===== src/rtl/pir_display_scan.sv =====
// pir_display_scan: multiplexed 4-digit common-anode 7-segment driver with frame-aligned latching and buzzer blink.
// Optional build macro DISPLAY_HEX_DECODE_EN: bytes carry {dp,-,-,blank,hex} instead of raw segment patterns.
module pir_display_scan #(
  parameter int SCAN_DIV     = 16,
  parameter int BLANK_CYCLES = 2,
  parameter int BLINK_FRAMES = 4
) (
  input  logic        clk,
  input  logic        rst_n,
  input  logic [31:0] display_data,
  input  logic [2:0]  LED,
  input  logic        buzzer,
  output logic [7:0]  seg,
  output logic [3:0]  an,
  output logic        frame_done
);
  localparam int CNT_W = (SCAN_DIV > 1) ? $clog2(SCAN_DIV) : 1;
  localparam int BLK_W = $clog2(BLINK_FRAMES + 1);
  localparam logic [CNT_W-1:0] CNT_MAX = CNT_W'(SCAN_DIV - 1);
  localparam logic [CNT_W-1:0] BLANK_N = CNT_W'(BLANK_CYCLES);
  localparam logic [BLK_W-1:0] BLK_MAX = BLK_W'(BLINK_FRAMES - 1);

  logic [CNT_W-1:0] cnt_q, cnt_d;
  logic [1:0]       digit_q, digit_d;
  logic [31:0]      shadow_q, shadow_d;
  logic [BLK_W-1:0] blink_cnt_q, blink_cnt_d;
  logic             blink_on_q, blink_on_d;
  logic [7:0]       seg_q, seg_d;
  logic [3:0]       an_q, an_d;
  logic             frame_done_q, frame_done_d;

  logic             frame_end;
  logic             visible;
  logic [7:0]       byte_sel;
  logic [7:0]       pattern;
  logic [3:0]       led_ext;

`ifdef DISPLAY_HEX_DECODE_EN
  function automatic logic [6:0] hex_glyph(input logic [3:0] h);
    logic [6:0] g;
    g = 7'h00;
    case (h)
      4'h0: g = 7'h3F;  4'h1: g = 7'h06;  4'h2: g = 7'h5B;  4'h3: g = 7'h4F;
      4'h4: g = 7'h66;  4'h5: g = 7'h6D;  4'h6: g = 7'h7D;  4'h7: g = 7'h07;
      4'h8: g = 7'h7F;  4'h9: g = 7'h6F;  4'hA: g = 7'h77;  4'hB: g = 7'h7C;
      4'hC: g = 7'h39;  4'hD: g = 7'h5E;  4'hE: g = 7'h79;  default: g = 7'h71;
    endcase
    return g;
  endfunction

  logic hex_unused;
  assign hex_unused = ^byte_sel[6:5];
`endif

  assign led_ext = {1'b0, LED};

  always_comb begin
    frame_end    = (cnt_q == CNT_MAX) && (digit_q == 2'd3);
    cnt_d        = (cnt_q == CNT_MAX) ? '0 : cnt_q + 1'b1;
    digit_d      = (cnt_q == CNT_MAX) ? digit_q + 2'd1 : digit_q;
    shadow_d     = frame_end ? display_data : shadow_q;
    blink_cnt_d  = blink_cnt_q;
    blink_on_d   = blink_on_q;
    if (frame_end) begin
      if (!buzzer) begin
        blink_cnt_d = '0;
        blink_on_d  = 1'b1;
      end else if (blink_cnt_q == BLK_MAX) begin
        blink_cnt_d = '0;
        blink_on_d  = ~blink_on_q;
      end else begin
        blink_cnt_d = blink_cnt_q + 1'b1;
      end
    end

    // Outputs are computed from next-state values so they line up with cnt/digit.
    byte_sel = shadow_d[{digit_d, 3'b000} +: 8];
`ifdef DISPLAY_HEX_DECODE_EN
    pattern  = {byte_sel[7], byte_sel[4] ? 7'h00 : hex_glyph(byte_sel[3:0])};
`else
    pattern  = byte_sel;
`endif
    pattern[7]   = pattern[7] | led_ext[digit_d];
    visible      = (cnt_d >= BLANK_N) && blink_on_d;
    an_d         = visible ? ~(4'b0001 << digit_d) : 4'hF;
    seg_d        = visible ? ~pattern : 8'hFF;
    frame_done_d = (cnt_d == CNT_MAX) && (digit_d == 2'd3);
  end

  always_ff @(posedge clk or negedge rst_n) begin
    if (!rst_n) begin
      cnt_q        <= '0;
      digit_q      <= 2'd0;
      shadow_q     <= 32'h0;
      blink_cnt_q  <= '0;
      blink_on_q   <= 1'b1;
      seg_q        <= 8'hFF;
      an_q         <= 4'hF;
      frame_done_q <= 1'b0;
    end else begin
      cnt_q        <= cnt_d;
      digit_q      <= digit_d;
      shadow_q     <= shadow_d;
      blink_cnt_q  <= blink_cnt_d;
      blink_on_q   <= blink_on_d;
      seg_q        <= seg_d;
      an_q         <= an_d;
      frame_done_q <= frame_done_d;
    end
  end

  assign seg        = seg_q;
  assign an         = an_q;
  assign frame_done = frame_done_q;
endmodule


===== config.mk =====
export PLATFORM = sky130hd
export DESIGN_NAME = pir_display_scan
export DESIGN_NICKNAME = d
export VERILOG_FILES = /design/src/rtl/pir_display_scan.sv
export SDC_FILE = /design/constraint.sdc
export NUM_CORES = 1
export LEC_CHECK = 0
export ABC_AREA = 0
export CORE_AREA = 2 2 82 84
export CTS_CLUSTER_SIZE = 10
export DETAILED_ROUTE_END_ITERATION = 10
export DIE_AREA = 0 0 84 86
export GPL_TIMING_DRIVEN = 1
export HOLD_SLACK_MARGIN = 0.03
export PLACE_DENSITY = 0.64
export SYNTH_ARGS = -nofsm -noshare
export SYNTH_HDL_FRONTEND = slang
export SYNTH_SLANG_ARGS = --single-unit

===== constraint.sdc =====
create_clock -name clk -period 2.2 [get_ports clk]
set_input_delay 0.33 -clock clk [delete_from_list [all_inputs] [get_ports clk]]
set_output_delay 0.33 -clock clk [all_outputs]
set_load 0.02 [all_outputs]

-- Yosys cells after proc, flatten, opt, wreduce, memory -nomap -nowiden
Cells that the tools add are included.
- register bits after elaboration: 55
- bits of input ports: 38
- output and inout bits: 13
- logic and storage cells: 39
- add/subtract/negate cells: 3
- order comparisons: 2
- equality and inequality tests: 5
- shift operators: 2
- muxes and demuxes: 12
- bitwise gates (word level): 4
- reductions and logical operators: 3
- operator list (cell ; number):
    $mux W32 ; 1
    $shiftx A32 B6 Y8 ; 1
    $eq A4 B4 Y1 const B ; 2
    $mux W4 ; 2
    $mux W8 ; 1
    $not A8 Y8 ; 1
    $mux W3 ; 2
    $add A4 B1 Y4 const B ; 1
    $eq A2 B2 Y1 const B ; 2
    $ge A4 B2 Y1 const B ; 1
    $mux W1 ; 4
    $not A4 Y4 ; 1
    $shl A1 B2 Y4 const A ; 1
    $add A3 B1 Y3 const B ; 1
    $eq A3 B2 Y1 const B ; 1
    $logic_and A1 B1 Y1 ; 3
    $lt A2 B3 Y1 const B ; 1
    $add A2 B1 Y2 const B ; 1
    $bmux W1 S2 ; 1
    $mux W2 ; 1
    $not A1 Y1 ; 1
    $or A1 B1 Y1 ; 1

-- Logic depth before layout (Yosys ltp)
- depth in word-level cells: 7
- mapped depth: 8

-- Least setup slack after synthesis
OpenSTA, ideal clock, no wires.
- path type: register to register
- start point: reg cnt_q[0]
- end point: reg seg_q[6] (netlist: seg[6])
- setup time: 0.086 ns
- arrival time: 1.798 ns
- slack: 0.316 ns
- stages on the path, launching flop included: 9
- path buffers: 2
- cells stage by stage: dfrtp_1 -> ha_1 -> and4_2 -> buf_6 -> nand3_1 -> o21ai_1 -> a221oi_2 -> buf_4 -> nand3_1
- word-level cells in the longest chain between the ends: 6
- elaborated cells on any way between the ends: 12
- those cells by class: add/sub: 1; order compare: 1; eq/ne: 1; shift: 1; mux: 5; bitwise: 1; reduce/logical: 2
- RTL lines (element ; line ; source):
    start, declared ; 23 ; logic [CNT_W-1:0] cnt_q, cnt_d;
    start signal, assigned ; 101 ; cnt_q <= cnt_d;
    $eq A4 B4 Y1 ; 58, 59, 60 ;
    $logic_and A1 B1 Y1 ; 58 ; frame_end = (cnt_q == CNT_MAX) && (digit_q == 2'd3);
    $mux W32 ; 61 ; shadow_d = frame_end ? display_data : shadow_q;
    $shiftx A32 B6 Y8 ; 77 ; byte_sel = shadow_d[{digit_d, 3'b000} +: 8];
    $not A8 Y8 ; 86 ; seg_d = visible ? ~pattern : 8'hFF;
    $mux W8 (*) ; 86 ;
    net seg_d[6] ; 28 ; logic [7:0] seg_q, seg_d;
    end signal, assigned ; 106 ; seg_q <= seg_d;
    end, declared ; 28 ;
The timed path passes the listed nets; every way through them passes the cells marked *.
A chain may end at the register's enable or synchronous reset.

-- Worst setup path after layout
- start point: reg cnt_q[0]
- end point: reg seg_q[7] (netlist: seg[7])
- word-level cells in the longest chain between the ends: 7
- elaborated cells on any way between the ends: 15
- those cells by class: add/sub: 1; order compare: 1; eq/ne: 1; shift: 1; mux: 7; bitwise: 2; reduce/logical: 2
- RTL lines (element ; line ; source):
    $eq A4 B4 Y1 ; 58, 59, 60 ;
    $logic_and A1 B1 Y1 / $mux W2 (equally long branches) ; 58, 60 ;
    $mux W32 / $bmux W1 S2 (equally long branches) ; 61, 83 ;
    $shiftx A32 B6 Y8 / $mux W1 (equally long branches) ; 77, 83 ;
    $or A1 B1 Y1 ; 83 ; pattern[7] = pattern[7] | led_ext[digit_d];
    $not A8 Y8 ; 86 ;
    $mux W8 (*) ; 86 ;
    net seg_d[7] ; 28 ;
The timed path passes the listed nets; every way through them passes the cells marked *. The select of a mux whose other input is x is not followed.

==> impl_metrics.toml <==
[logic_synthesis]
synth_sequential_area_ratio = 0.547
yosys_warnings = 0
async_reset_ff_frac = 1.00
post-synth-top-count-cell = "sky130_fd_sc_hd__nand2_1"
synth_fp_nets = 304
biggest_area_contributors_in_the_synthesized_netlist = "sky130_fd_sc_hd__dfrtp_1 41%, sky130_fd_sc_hd__dfstp_2 13%, sky130_fd_sc_hd__nand2_1 13%"
synthTopCellsByCount = "85 x sky130_fd_sc_hd__nand2_1, 42 x sky130_fd_sc_hd__dfrtp_1, 24 x sky130_fd_sc_hd__inv_1, 17 x sky130_fd_sc_hd__and2_1, 14 x sky130_fd_sc_hd__a32oi_1"
synthFlopType = "sky130_fd_sc_hd__dfrtp_1"
synth-edff-count = 0
synth.largest_area_cell = "sky130_fd_sc_hd__dfrtp_1"
ys_ff_latch = 55
ys_types = 37
syn_inst = 261
synth.avg_cell_area_um2 = 9.76
yosys.area.top_type_share = 0.413
synth_area_um2 = 2550

[die]
placeableCoreArea_um2 = 6280
fp-row-count = 29
die_area_um2 = 7220
die_w_um = 84
boundaryPins = 51
die_h_um = 86
initial_core_util = 0.406

[clock_network]
cts_max_level = 2
worst_path_clk_slew_ps = 100
cts_tree = "yes"
cts.sink_count = 55
clock_tree.buffer_depth = 2
cts_inserted_buffers = 5
post-cts-setup-buffers = 0
clock_latency_ps = 310
clock_tree.root_cell = "sky130_fd_sc_hd__clkbuf_8"

[power]
worst_ir_drop_vdd_uv = 248
power_frac_comb = 0.057
power_per_cell_area_nw_per_um2 = 510
switchingPower_uw = 370
p_clk_frac = 0.337
total_leakage_power_nw = 1.41
intPower_mw = 1.30
share_seq_of_total_power = 0.606
power.share.switching = 0.222

[timing]
final_min_period_ps = 2020
fmaxAchievable_mhz = 494
hold_violations = 0
slew_headroom = 0.623
tightest_slew_ps = 565
setup_viol_count_final = 0
slew_viol_final = 0
tns_ps = 0
worst_clock_skew_ps = 4.55
rsz0062_at_grt = "false"
fin_crit_sh = 0.920
fin_hold_ws_ps = 484
setup_ws_post_layout_ps = 177

[placed_design]
pre_cts_slack_ps = 129
detailedPlacementHpwl_mm = 4.00
gp_congestion = 0.753
detailed_place.area_um2 = 3170
portBuffers = 50
dpl.cell_count = 387

[setup_path]
regToRegStartpoint = "cnt_q[0]$_DFF_PN0_"
worstRegToRegCells = 6
ff2ff_setup_slack_ps = 180
cp_data_arrival_time_ps = 2260
worst-setup-path-type = "reg2reg"
critical_path_peak_fanout = 13
timing.critical_path.from_type = "flip-flop"
worstPathRequired_ps = 2440
rr_endpoint = "seg[7]$_DFF_PN1_"
critical_path.endpoint_type = "flip-flop"
startpoint_of_the_most_critical_setup_path = "cnt_q[0]$_DFF_PN0_"

[grt]
grt_max_degree = 34
antenna_violations_before_repair = 0
grt_pass1_vias = 1942
grt_first_pass_wirelength_mm = 9.43
grt_overall_usage = 0.166
grt_remaining_overflow = 0

[drt]
firstDrtPassIters = 4
final_antenna_net_count = 0
dr.first_iter.drc_count = 119
routed_wl_mm = 5.64
drc_errors = 0
avgRoutedWirePerCell_um = 14.2
viasPerCell = 4.98
dr_total_vias = 1971

[layout]
multi_input_area_um2 = 1000
n_fill_cell = 614
instances_no_fill = 396
finalNetCount = 361
layout-area-overhead-vs-synth_pct = 28.4
post_route_cells_drive_above_1_share = 0.129
ff_latch_area_um2 = 1390
n_antenna_cell = 0
finished_layout_cell_area_um2 = 3270

[run_status]
run_status = "finished clean"

[flow_run]
maxCapViolations = 0

[worst_hold_path]
timing.hold.worst_path_depth = 2
class_of_the_tightest_hold_or_removal_check = "reg2reg"
hp-start = "shadow_q[24]$_DFF_PN0_"
min_delay_worst_endpoint = "shadow_q[24]$_DFF_PN0_"
==> per-layer routing <==
layer / track usage / vias to the layer above / part of all wire
li1: - / 972 / -
met1: 0.219 / 953 / 0.45
met2: 0.279 / 39 / 0.50
met3: 0.0337 / 7 / 0.035
met4: 0.0528 / 0 / 0.014
met5: 0 / - / 0
==> cell usage in the layout, fill, tap and decap left out, types with 2 or more instances in the layout <==
cell type and count:
sky130_fd_sc_hd__nand2_1 85, sky130_fd_sc_hd__clkdlybuf4s50_1 49, sky130_fd_sc_hd__dfrtp_1 42, sky130_fd_sc_hd__inv_1 24, sky130_fd_sc_hd__and2_1 17, sky130_fd_sc_hd__a32oi_1 14
sky130_fd_sc_hd__dfstp_2 13, sky130_fd_sc_hd__nand3_1 11, sky130_fd_sc_hd__buf_4 7, sky130_fd_sc_hd__o21ai_0 5, sky130_fd_sc_hd__clkbuf_8 5, sky130_fd_sc_hd__ha_1 4
sky130_fd_sc_hd__a21oi_1 3, sky130_fd_sc_hd__nor2_1 3, sky130_fd_sc_hd__nand3b_1 3, sky130_fd_sc_hd__mux2i_1 3, sky130_fd_sc_hd__nor2b_1 2, sky130_fd_sc_hd__a221oi_2 2
sky130_fd_sc_hd__o31ai_2 2, sky130_fd_sc_hd__clkinv_2 2, sky130_fd_sc_hd__buf_12 2
==> worst max-delay path, stage by stage (launching register included) <==
cell and delay [ps]:
sky130_fd_sc_hd__dfrtp_1 450, sky130_fd_sc_hd__ha_2 300, sky130_fd_sc_hd__nand3_4 200, sky130_fd_sc_hd__mux2_4 420, sky130_fd_sc_hd__a32o_1 250, sky130_fd_sc_hd__a221oi_2 220
sky130_fd_sc_hd__o31ai_2 110
==> logic make-up (layout without fill, tap and decap cells) <==
family	after synthesis	after routing	synth area share
buf+inv	34	92	0.0600
compound gates	33	33	0.111
flops	55	55	0.547
mux	5	5	0.0231
fa+ha+maj	5	5	0.0246
xor+xnor	2	2	0.00688
simple gates	127	127	0.228
==> worst max path at each step <==
stage / to
after floorplan: seg[6]$_DFF_PN1_
after detailed placement: seg[7]$_DFF_PN1_
after CTS: seg[7]$_DFF_PN1_
after global placement: seg[6]$_DFF_PN1_
final: seg[7]$_DFF_PN1_
after global routing: seg[7]$_DFF_PN1_
==> state kept, by name, indices dropped and copies added (netlist names) <==
signal       cells
blink_cnt_q      3
seg              8
cnt_q            4
shadow_q        32
digit_q          2
frame_done       1
an               4
blink_on_q       1
==> power by group through the flow <==
stage / combinational [mW] / sequential [mW] / clock, mW
3_3_place_gp: 0.0974 / 1.03 / 0
4_1_cts: 0.0981 / 1.01 / 0.589
6_report: 0.0948 / 1.01 / 0.563
2_1_floorplan: 0.00182 / 1.03 / 0
5_1_grt: 0.103 / 1.01 / 0.621
3_5_place_dp: 0.0963 / 1.03 / 0
==> area by class of cell <==
type,instances,area share
sequential,55,0.426
multi-input combinational,172,0.307
timing repair buffer,60,0.183
tap,77,0.0295
inverter,24,0.0276
clock buffer,5,0.0210
clock inverter,3,0.00574
==> timing repair <==
action / 4_1_cts / 5_1_grt
hold endpoints to repair: 19 / 0
resized for setup: 0 / 2
setup endpoints to repair: 0 / 5
hold buffers: 1 / 0
==> per-stage QoR <==
| stage | utilization | power, mW |
|---|---|---|
| final | 0.521 | 1.67 |
| after global routing | 0.521 | 1.74 |
| after CTS | 0.520 | 1.70 |
| after detailed placement | 0.505 | 1.13 |
| after global placement | 0.505 | 1.13 |
| after floorplan | - | 1.03 |
(Power assumes the default switching activity.)
